## src/rtl/mlp_batch_eval_if.sv

```systemverilog
// Bundle of the batch-control, MLP-core and label-memory signals that
// surround the batch sequencer. "master" is the sequencer side and
// "slave" is the environment side (MLP core, label memory, controller).
interface mlp_batch_eval_if #(
    parameter int ADDR_W  = 10,
    parameter int CLASS_W = 4,
    parameter int CNT_W   = 10
);
    logic               go;
    logic [ADDR_W-1:0]  first_idx;
    logic [CNT_W-1:0]   num_tests;
    logic               mlp_rst;
    logic               mlp_start;
    logic [ADDR_W-1:0]  mlp_test_num;
    logic [CLASS_W-1:0] mlp_out;
    logic               mlp_done;
    logic               label_rd;
    logic [ADDR_W-1:0]  label_addr;
    logic [CLASS_W-1:0] label_in;
    logic               busy;
    logic               batch_done;
    logic [CNT_W-1:0]   correct_cnt;
    logic [CNT_W-1:0]   total_cnt;
    logic [CNT_W-1:0]   timeout_cnt;
    logic [CLASS_W-1:0] last_pred;

    modport master (
        input  go, first_idx, num_tests, mlp_out, mlp_done, label_in,
        output mlp_rst, mlp_start, mlp_test_num, label_rd, label_addr,
               busy, batch_done, correct_cnt, total_cnt, timeout_cnt, last_pred
    );

    modport slave (
        output go, first_idx, num_tests, mlp_out, mlp_done, label_in,
        input  mlp_rst, mlp_start, mlp_test_num, label_rd, label_addr,
               busy, batch_done, correct_cnt, total_cnt, timeout_cnt, last_pred
    );
endinterface

```

## src/rtl/mlp_batch_eval.sv

```systemverilog
// Batch sequencer and scorer for the MLP core: walks a range of test
// indices, resets and starts the core for each one, waits for done (or a
// timeout), compares the prediction against the label memory and keeps
// correct / total / timeout counts for the whole batch.
module mlp_batch_eval #(
    parameter int N_TESTS = 750,
    parameter int ADDR_W  = 10,
    parameter int CLASS_W = 4,
    parameter int CNT_W   = 10,
    parameter int TIMEOUT = 255
) (
    input  logic              clk,
    input  logic              rst,
    mlp_batch_eval_if.master  bus
);
    localparam int TIMER_W = $clog2(TIMEOUT + 1);
    localparam logic [ADDR_W-1:0]  LAST_IDX   = ADDR_W'(N_TESTS - 1);
    localparam logic [TIMER_W-1:0] TIMER_LAST = TIMER_W'(TIMEOUT - 1);

    typedef enum logic [2:0] {
        IDLE  = 3'd0,
        MRST  = 3'd1,
        START = 3'd2,
        WAIT  = 3'd3,
        CHECK = 3'd4,
        FIN   = 3'd5
    } state_t;

    state_t             state_reg;
    logic [ADDR_W-1:0]  idx_reg;
    logic [CNT_W-1:0]   remaining_reg;
    logic [TIMER_W-1:0] timer_reg;
    logic               timed_out_reg;
    logic               busy_reg;
    logic               label_rd_reg;
    logic               batch_done_reg;
    logic               mlp_start_reg;
    logic [CNT_W-1:0]   correct_reg;
    logic [CNT_W-1:0]   total_reg;
    logic [CNT_W-1:0]   timeout_reg;
    logic [CLASS_W-1:0] last_pred_reg;

    // The core reset is the only combinational output so that a system
    // reset reaches the MLP core in the same cycle.
    assign bus.mlp_rst      = rst | (state_reg == MRST);
    assign bus.mlp_start    = mlp_start_reg;
    assign bus.mlp_test_num = idx_reg;
    assign bus.label_addr   = idx_reg;
    assign bus.label_rd     = label_rd_reg;
    assign bus.busy         = busy_reg;
    assign bus.batch_done   = batch_done_reg;
    assign bus.correct_cnt  = correct_reg;
    assign bus.total_cnt    = total_reg;
    assign bus.timeout_cnt  = timeout_reg;
    assign bus.last_pred    = last_pred_reg;

    // Batch FSM: per inference MRST -> START -> WAIT(k) -> CHECK, k+3 cycles.
    always_ff @(posedge clk) begin
        if (rst) begin
            state_reg      <= IDLE;
            idx_reg        <= '0;
            remaining_reg  <= '0;
            timer_reg      <= '0;
            timed_out_reg  <= 1'b0;
            busy_reg       <= 1'b0;
            label_rd_reg   <= 1'b0;
            batch_done_reg <= 1'b0;
            mlp_start_reg  <= 1'b0;
            correct_reg    <= '0;
            total_reg      <= '0;
            timeout_reg    <= '0;
            last_pred_reg  <= '0;
        end else begin
            mlp_start_reg  <= 1'b0;
            batch_done_reg <= 1'b0;
            case (state_reg)
                IDLE: begin
                    if (bus.go) begin
                        // Out-of-range start indices fall back to entry 0.
                        idx_reg       <= (bus.first_idx > LAST_IDX) ? '0 : bus.first_idx;
                        remaining_reg <= bus.num_tests;
                        correct_reg   <= '0;
                        total_reg     <= '0;
                        timeout_reg   <= '0;
                        busy_reg      <= 1'b1;
                        label_rd_reg  <= 1'b1;
                        state_reg     <= (bus.num_tests == '0) ? FIN : MRST;
                    end
                end
                MRST: begin
                    mlp_start_reg <= 1'b1;
                    state_reg     <= START;
                end
                START: begin
                    timer_reg <= '0;
                    state_reg <= WAIT;
                end
                WAIT: begin
                    timer_reg <= timer_reg + TIMER_W'(1);
                    // A done seen on the last allowed cycle still counts as done.
                    if (bus.mlp_done) begin
                        timed_out_reg <= 1'b0;
                        state_reg     <= CHECK;
                    end else if (timer_reg == TIMER_LAST) begin
                        timed_out_reg <= 1'b1;
                        state_reg     <= CHECK;
                    end
                end
                CHECK: begin
                    total_reg <= total_reg + CNT_W'(1);
                    if (timed_out_reg) begin
                        timeout_reg <= timeout_reg + CNT_W'(1);
                    end else begin
                        last_pred_reg <= bus.mlp_out;
                        if (bus.mlp_out == bus.label_in) begin
                            correct_reg <= correct_reg + CNT_W'(1);
                        end
                    end
                    remaining_reg <= remaining_reg - CNT_W'(1);
                    if (remaining_reg == CNT_W'(1)) begin
                        state_reg <= FIN;
                    end else begin
                        idx_reg   <= (idx_reg == LAST_IDX) ? '0 : idx_reg + ADDR_W'(1);
                        state_reg <= MRST;
                    end
                end
                FIN: begin
                    batch_done_reg <= 1'b1;
                    busy_reg       <= 1'b0;
                    label_rd_reg   <= 1'b0;
                    state_reg      <= IDLE;
                end
                default: state_reg <= IDLE;
            endcase
        end
    end
endmodule

```

## src/flat_wrapper.sv

```systemverilog
// flat-port wrapper written by rule: the top's interface ports become plain ports
module mlp_batch_eval_flat 
#(
    parameter int N_TESTS = 750,
    parameter int ADDR_W  = 10,
    parameter int CLASS_W = 4,
    parameter int CNT_W   = 10,
    parameter int TIMEOUT = 255
)
  (clk, rst, bus_go, bus_first_idx, bus_num_tests, bus_mlp_out, bus_mlp_done, bus_label_in, bus_mlp_rst, bus_mlp_start, bus_mlp_test_num, bus_label_rd, bus_label_addr, bus_busy, bus_batch_done, bus_correct_cnt, bus_total_cnt, bus_timeout_cnt, bus_last_pred);
  mlp_batch_eval_if #(.ADDR_W(ADDR_W), .CLASS_W(CLASS_W), .CNT_W(CNT_W)) bus_i ();
  input  logic clk;
  input  logic rst;
  input wire logic [$bits(bus_i.go)-1:0] bus_go;
  input wire logic [$bits(bus_i.first_idx)-1:0] bus_first_idx;
  input wire logic [$bits(bus_i.num_tests)-1:0] bus_num_tests;
  input wire logic [$bits(bus_i.mlp_out)-1:0] bus_mlp_out;
  input wire logic [$bits(bus_i.mlp_done)-1:0] bus_mlp_done;
  input wire logic [$bits(bus_i.label_in)-1:0] bus_label_in;
  output wire logic [$bits(bus_i.mlp_rst)-1:0] bus_mlp_rst;
  output wire logic [$bits(bus_i.mlp_start)-1:0] bus_mlp_start;
  output wire logic [$bits(bus_i.mlp_test_num)-1:0] bus_mlp_test_num;
  output wire logic [$bits(bus_i.label_rd)-1:0] bus_label_rd;
  output wire logic [$bits(bus_i.label_addr)-1:0] bus_label_addr;
  output wire logic [$bits(bus_i.busy)-1:0] bus_busy;
  output wire logic [$bits(bus_i.batch_done)-1:0] bus_batch_done;
  output wire logic [$bits(bus_i.correct_cnt)-1:0] bus_correct_cnt;
  output wire logic [$bits(bus_i.total_cnt)-1:0] bus_total_cnt;
  output wire logic [$bits(bus_i.timeout_cnt)-1:0] bus_timeout_cnt;
  output wire logic [$bits(bus_i.last_pred)-1:0] bus_last_pred;
  assign bus_i.go = bus_go;
  assign bus_i.first_idx = bus_first_idx;
  assign bus_i.num_tests = bus_num_tests;
  assign bus_i.mlp_out = bus_mlp_out;
  assign bus_i.mlp_done = bus_mlp_done;
  assign bus_i.label_in = bus_label_in;
  assign bus_mlp_rst = bus_i.mlp_rst;
  assign bus_mlp_start = bus_i.mlp_start;
  assign bus_mlp_test_num = bus_i.mlp_test_num;
  assign bus_label_rd = bus_i.label_rd;
  assign bus_label_addr = bus_i.label_addr;
  assign bus_busy = bus_i.busy;
  assign bus_batch_done = bus_i.batch_done;
  assign bus_correct_cnt = bus_i.correct_cnt;
  assign bus_total_cnt = bus_i.total_cnt;
  assign bus_timeout_cnt = bus_i.timeout_cnt;
  assign bus_last_pred = bus_i.last_pred;
  mlp_batch_eval #(.N_TESTS(N_TESTS), .ADDR_W(ADDR_W), .CLASS_W(CLASS_W), .CNT_W(CNT_W), .TIMEOUT(TIMEOUT)) u_core (.clk(clk), .rst(rst), .bus(bus_i));
endmodule
```

## config.mk

```make
export PLATFORM = sky130hd
export DESIGN_NAME = mlp_batch_eval_flat
export DESIGN_NICKNAME = d
export VERILOG_FILES = /design/src/rtl/mlp_batch_eval_if.sv /design/src/rtl/mlp_batch_eval.sv /design/src/flat_wrapper.sv
export SDC_FILE = /design/constraint.sdc
export NUM_CORES = 1
export LEC_CHECK = 0
export CELL_PAD_IN_SITES_DETAIL_PLACEMENT = 2
export CELL_PAD_IN_SITES_GLOBAL_PLACEMENT = 2
export CORE_MARGIN = 2
export CORE_UTILIZATION = 30
export CTS_CLUSTER_SIZE = 24
export DETAILED_ROUTE_END_ITERATION = 12
export GPL_ROUTABILITY_DRIVEN = 0
export PLACE_DENSITY_LB_ADDON = 0.1
export SYNTH_ARGS = -nofsm -noshare
export SYNTH_HDL_FRONTEND = slang
export SYNTH_SLANG_ARGS = --single-unit
```

## constraint.sdc

```tcl
create_clock -name clk -period 4.2 [get_ports clk]
set_input_delay 0.84 -clock clk [delete_from_list [all_inputs] [get_ports clk]]
set_output_delay 0.84 -clock clk [all_outputs]
set_load 0.02 [all_outputs]
```

Word-level counts from Yosys, hierarchy flattened
Cells that the tools add are included.
Word-level totals
  ROM bits: 0
  memory bits (writable): 0
  flip-flop bits (word level): 69
  output and inout bits: 59
  logic and storage cells: 77
  input port bits: 32
  bits in latches: 0
  memories: 0
Cells by class
  equal/unequal tests: 15
  divide/modulo/power cells: 0
  multiply operators: 0
  mux-type cells: 27
  $add $sub $neg: 6
  reduce and logical (&&, ||, !) cells: 14
  shifts and indexed selects: 0
  order comparisons: 1
  bitwise gates (word level): 2
Operators with widths (number)
  $pmux 10 s2: 5
  $mux 10: 9
  $add 10x1->10 const B: 4
  $pmux 8 s2: 1
  $mux 3: 5
  $pmux 3 s5: 1
  $eq 10x1->1 const B: 1
  $eq 10x10->1 const B: 1
  $gt 10x10->1 const B: 1
  $logic_not 10->1: 1
  $reduce_and 2->1: 5
  $sub 10x1->10 const B: 1
  $add 8x1->8 const B: 1
  $eq 8x8->1 const B: 1
  $reduce_bool 2->1: 4
  $eq 3x2->1 const B: 2
  $eq 3x3->1 const B: 2
  $ne 2x2->1 const B: 3
  $reduce_and 3->1: 2
  $mux 1: 5
  $eq 4x4->1: 1
  $ne 2x1->1 const B: 2
  $reduce_and 4->1: 1
  $eq 3x1->1 const B: 1
  5 further kinds: 5

Logic depth before layout (Yosys ltp)
  word-level depth: 4
  gate-level depth with buffers: 8

Worst setup path before layout
No wires, ideal clock.
  path kind: input to output
  start point: in rst
  end point: out bus_mlp_rst
  arrival: 1605 ps
  path slack: 1755 ps
  data required time: 3360 ps
  cell stages on the path: 3
  path through: clkbuf_1 > clkbuf_1 > o21bai_1
On the way
  word-level cells in the longest chain between the ends: 1
RTL lines
  start: declaration: line flat_wrapper.sv:13  | input logic rst;
  $or 1x1->1: line mlp_batch_eval.sv:45  | assign bus.mlp_rst = rst | (state_reg == MRST);
  end: declaration: line flat_wrapper.sv:20  | output wire logic [$bits(bus_i.mlp_rst)-1:0] bus_mlp_rst;
Every way passes these cells.

Worst setup path in the final report
  start point: reg u_core.state_reg[0]
  end point: out bus_mlp_rst
On the way
  word-level cells in the longest chain between the ends: 2
RTL lines
  start: declaration: line mlp_batch_eval.sv:29  | state_t state_reg;
  start signal: assignment: line mlp_batch_eval.sv:87  | state_reg <= (bus.num_tests == '0) ? FIN : MRST;
  $eq 3x1->1: line mlp_batch_eval.sv:45
  $or 1x1->1: line mlp_batch_eval.sv:45
Every way passes these cells.

==> run_results.csv <==
group,metric,value,unit
drt,wl_met2,6090,um
drt,drt_first_pass_iters,4,
floorplan,io_pins,91,
synth,synth_ff_type,"dfxtp_1",
sta,rsz0062_at_grt,"no",
layout,fin_util,0.411,
floorplan,core,11900,um2
grt,grt_max_degree,54,
synth,synth_area,3640,um2
grt,grt_pass1_vias,4025,
critical_path,crit_chain,"nand2b_1 > o21bai_1 > clkdlybuf4s50_1",
synth,postSynthCellCount,455,
synth,netlist_top_cells_count,"dfxtp_1, nor2_1, a21oi_1, nand2_1, nand3_1",
pwr,leakage,1.66,nW
sta,setup_violations,0,
pwr,powerDensity,371,nW/um2
grt,gr-total-overflow,0,
place,hpwl,8940,um
clock_network,cts.sinks,69,
floorplan,die_h,114,um
synth,synth-xor-area-share,0.0337,
pwr,combPwrFrac,0.154,
synth,synth_fa_ha_area_frac,0.0309,
synth,yosysMostFrequentCell,"dfxtp_1",
critical_path,required,3.36,ns
sta,period_share,0.661,
clock_network,postCtsResizedCells,0,
clock_network,clk_latency,0.33,ns
layout,nets,570,
synth,synth_area_leaders,"dfxtp_1, nor2_1, a21oi_1, nand2_1, nand3_1",
drt,wl_met3,625,um
floorplan,row_count,40,
synth,synth-seq-cells,69,
drt,wl_per_cell,18.3,um
drt,vias_per_cell,5.51,
synth,synth_compound_area_frac,0.200,
critical_path,cp-start-kind,"flop",
floorplan,dieWidth,114,um
sta,tightestPinTransition,0.889,ns
pwr,seq_power_share,0.395,
floorplan,start_util,0.306,
synth,ys_seq_area_frac,0.379,
synth,async_reset_ff_frac,0,
critical_path,critPathCaptureType,"output pin",
synth,synth-edff-count,0,
synth,synthMuxAreaShare,0.0237,
synth,synthSimpleGateAreaFrac,0.275,
layout,area_delta_synth_final,34.6,%
drt,drt-total-wl,12400,um
min_path,holdCritPathClass,"flop to flop",
sta,skew,0.00401,ns
place,port_buffers,90,
drt,num_vias,3746,
critical_path,worstPathArrival,1.94,ns
clock_network,cts_setup_buffers,0,
synth,syn_avg_cell_area,8.00,um2
status,status,"complete, no violations",
critical_path,crit_type,"flop to output pin",
synth,synth_top_area_frac,0.379,
synth,yosys_warnings,0,
clock_network,hold_buffers,0,
pwr,clockPowerShare,0.452,
drt,drt_iter0_drc,91,
critical_path,path_buf_inv,1,
critical_path,crit_fanout,15,
drt,wl_met1,5470,um
clock_network,cts_tree,"done",
pwr,internal_power,1.32,mW
pwr,power.net_switching,0.492,mW
grt,antenna_found_initial,0,
layout,drive_above_1_share,0.0675,
pwr,ir_drop,0.237,mV
layout,nFillCells,1371,
clock_network,cts_root_buf,"clkbuf_16",
grt,grt.total_usage,0.198,
clock_network,path_clk_slew,0.06,ns
clock_network,cts_buffer_depth,2,
sta,hold_viol,0,
sta,slew_headroom,0.405,
synth,synth_top_family_by_area,"simple AND/OR/NAND/NOR gates",
sta,max_clock_freq,360,MHz
drt,drc,0,
flow_run,maxCapViolCount,0,
synth,syn_nets,496,
synth,ys_types,61,
floorplan,die-area,13000,um2
synth,synth_top_area_cell,"dfxtp_1",
drt,routed.top_layer,"met4",
layout,n_antenna_cell,0,
clock_network,cts_buffers,9,
drt,ant_nets,0,
sta,fin_setup_tns,0,ns
grt,grt_pass1_wl,20500,um
critical_path,critical-path-top-delay-family,"flip-flops",
sta,drv_slew,0,
sta,period_needed,2.78,ns
clock_network,h-tree-depth,3,
pwr,netSwitchingFraction,0.271,
critical_path,critPathMaxStageDelay,0.64,ns
critical_path,slowest_stage,"dfxtp_1",
[path summary, 6_finish.rpt]
path | startpoint | to | slack, ns | depth (start not counted)
hold / removal | u_core.bus.last_pred[3] | u_core.bus.last_pred[3] | 0.48 | 2
setup / recovery | u_core.state_reg[0] | bus_mlp_rst | 1.42 | 3
hold reg to reg | u_core.bus.last_pred[3] | u_core.bus.last_pred[3] | 0.48 | 2
setup reg to reg | u_core.state_reg[2] | u_core.bus.label_addr[6] | 1.68 | 6
[layout by cell type (no fill, tap or decap), drive strengths merged, types with 3 or more instances in the layout]
cell,count
clkdlybuf4s50,89
o211ai,4
or3,8
a31oi,9
or4,3
nand2,38
a311oi,6
nor2,61
nand3,25
dfxtp,69
nor2b,8
nand4,8
o31ai,5
a21oi,39
a221oi,3
xor2,10
mux2i,3
nor3,14
clkinv,3
or2,3
nor4,10
nand2b,4
buf,6
a32oi,4
clkbuf,10
and3,8
xnor2,4
o21ai,23
inv,10
ha,9
mux2,5
[worst register-to-register path: stages, from the launching register on]
cell and delay [ns]:
dfxtp_1 0.59, or3b_1 0.39, buf_4 0.25, a31oi_1 0.43
or2_1 0.40, a21oi_1 0.12, a311oi_1 0.24
[power by group through the flow]
stage / clock, mW / sequential [mW] / combinational [mW]
6_report: 0.820 / 0.717 / 0.279
5_1_grt: 0.877 / 0.724 / 0.305
4_1_cts: 0.851 / 0.717 / 0.282
3_5_place_dp: 0 / 0.732 / 0.279
3_3_place_gp: 0 / 0.730 / 0.272
2_1_floorplan: 0 / 0.729 / 0.164
[per-layer routing]
| metal | track usage | up-vias |
|---|---|---|
| li1 | - | 1803 |
| met1 | 0.234 | 1841 |
| met2 | 0.350 | 83 |
| met3 | 0.0551 | 19 |
| met4 | 0.0577 | 0 |
| met5 | 0 | - |
[final cells by class]
type	instances	area [um2]	area share
clock buffer	10	239	0.0488
clock inverter	5	75.1	0.0153
inverter	10	37.5	0.00766
multi-input combinational	344	2050	0.418
sequential	69	1380	0.282
tap	147	184	0.0375
timing repair buffer	95	933	0.190
[per-stage QoR]
stage	total power, mW	hold WS [ns]	worst slack [ns]	cell area [um2]	cells
4_1_cts	1.85	0.483	1.41	4900	680
2_1_floorplan	0.892	0.457	1.76	3640	455
3_5_place_dp	1.01	0.475	1.18	4590	665
5_1_grt	1.91	0.526	1.29	4900	680
3_3_place_gp	1.00	0.461	1.23	4590	665
6_report	1.82	0.480	1.42	4900	680
[cell families after synthesis]
kind of cell / count (synthesis)
AO/OA/AOI/OAI: 113
XOR/XNOR: 14
adder cells (fa/ha/maj): 9
buffers and inverters: 42
flip-flops: 69
multiplexers: 8
AND/OR/NAND/NOR: 200
(Power assumes the default switching activity.)
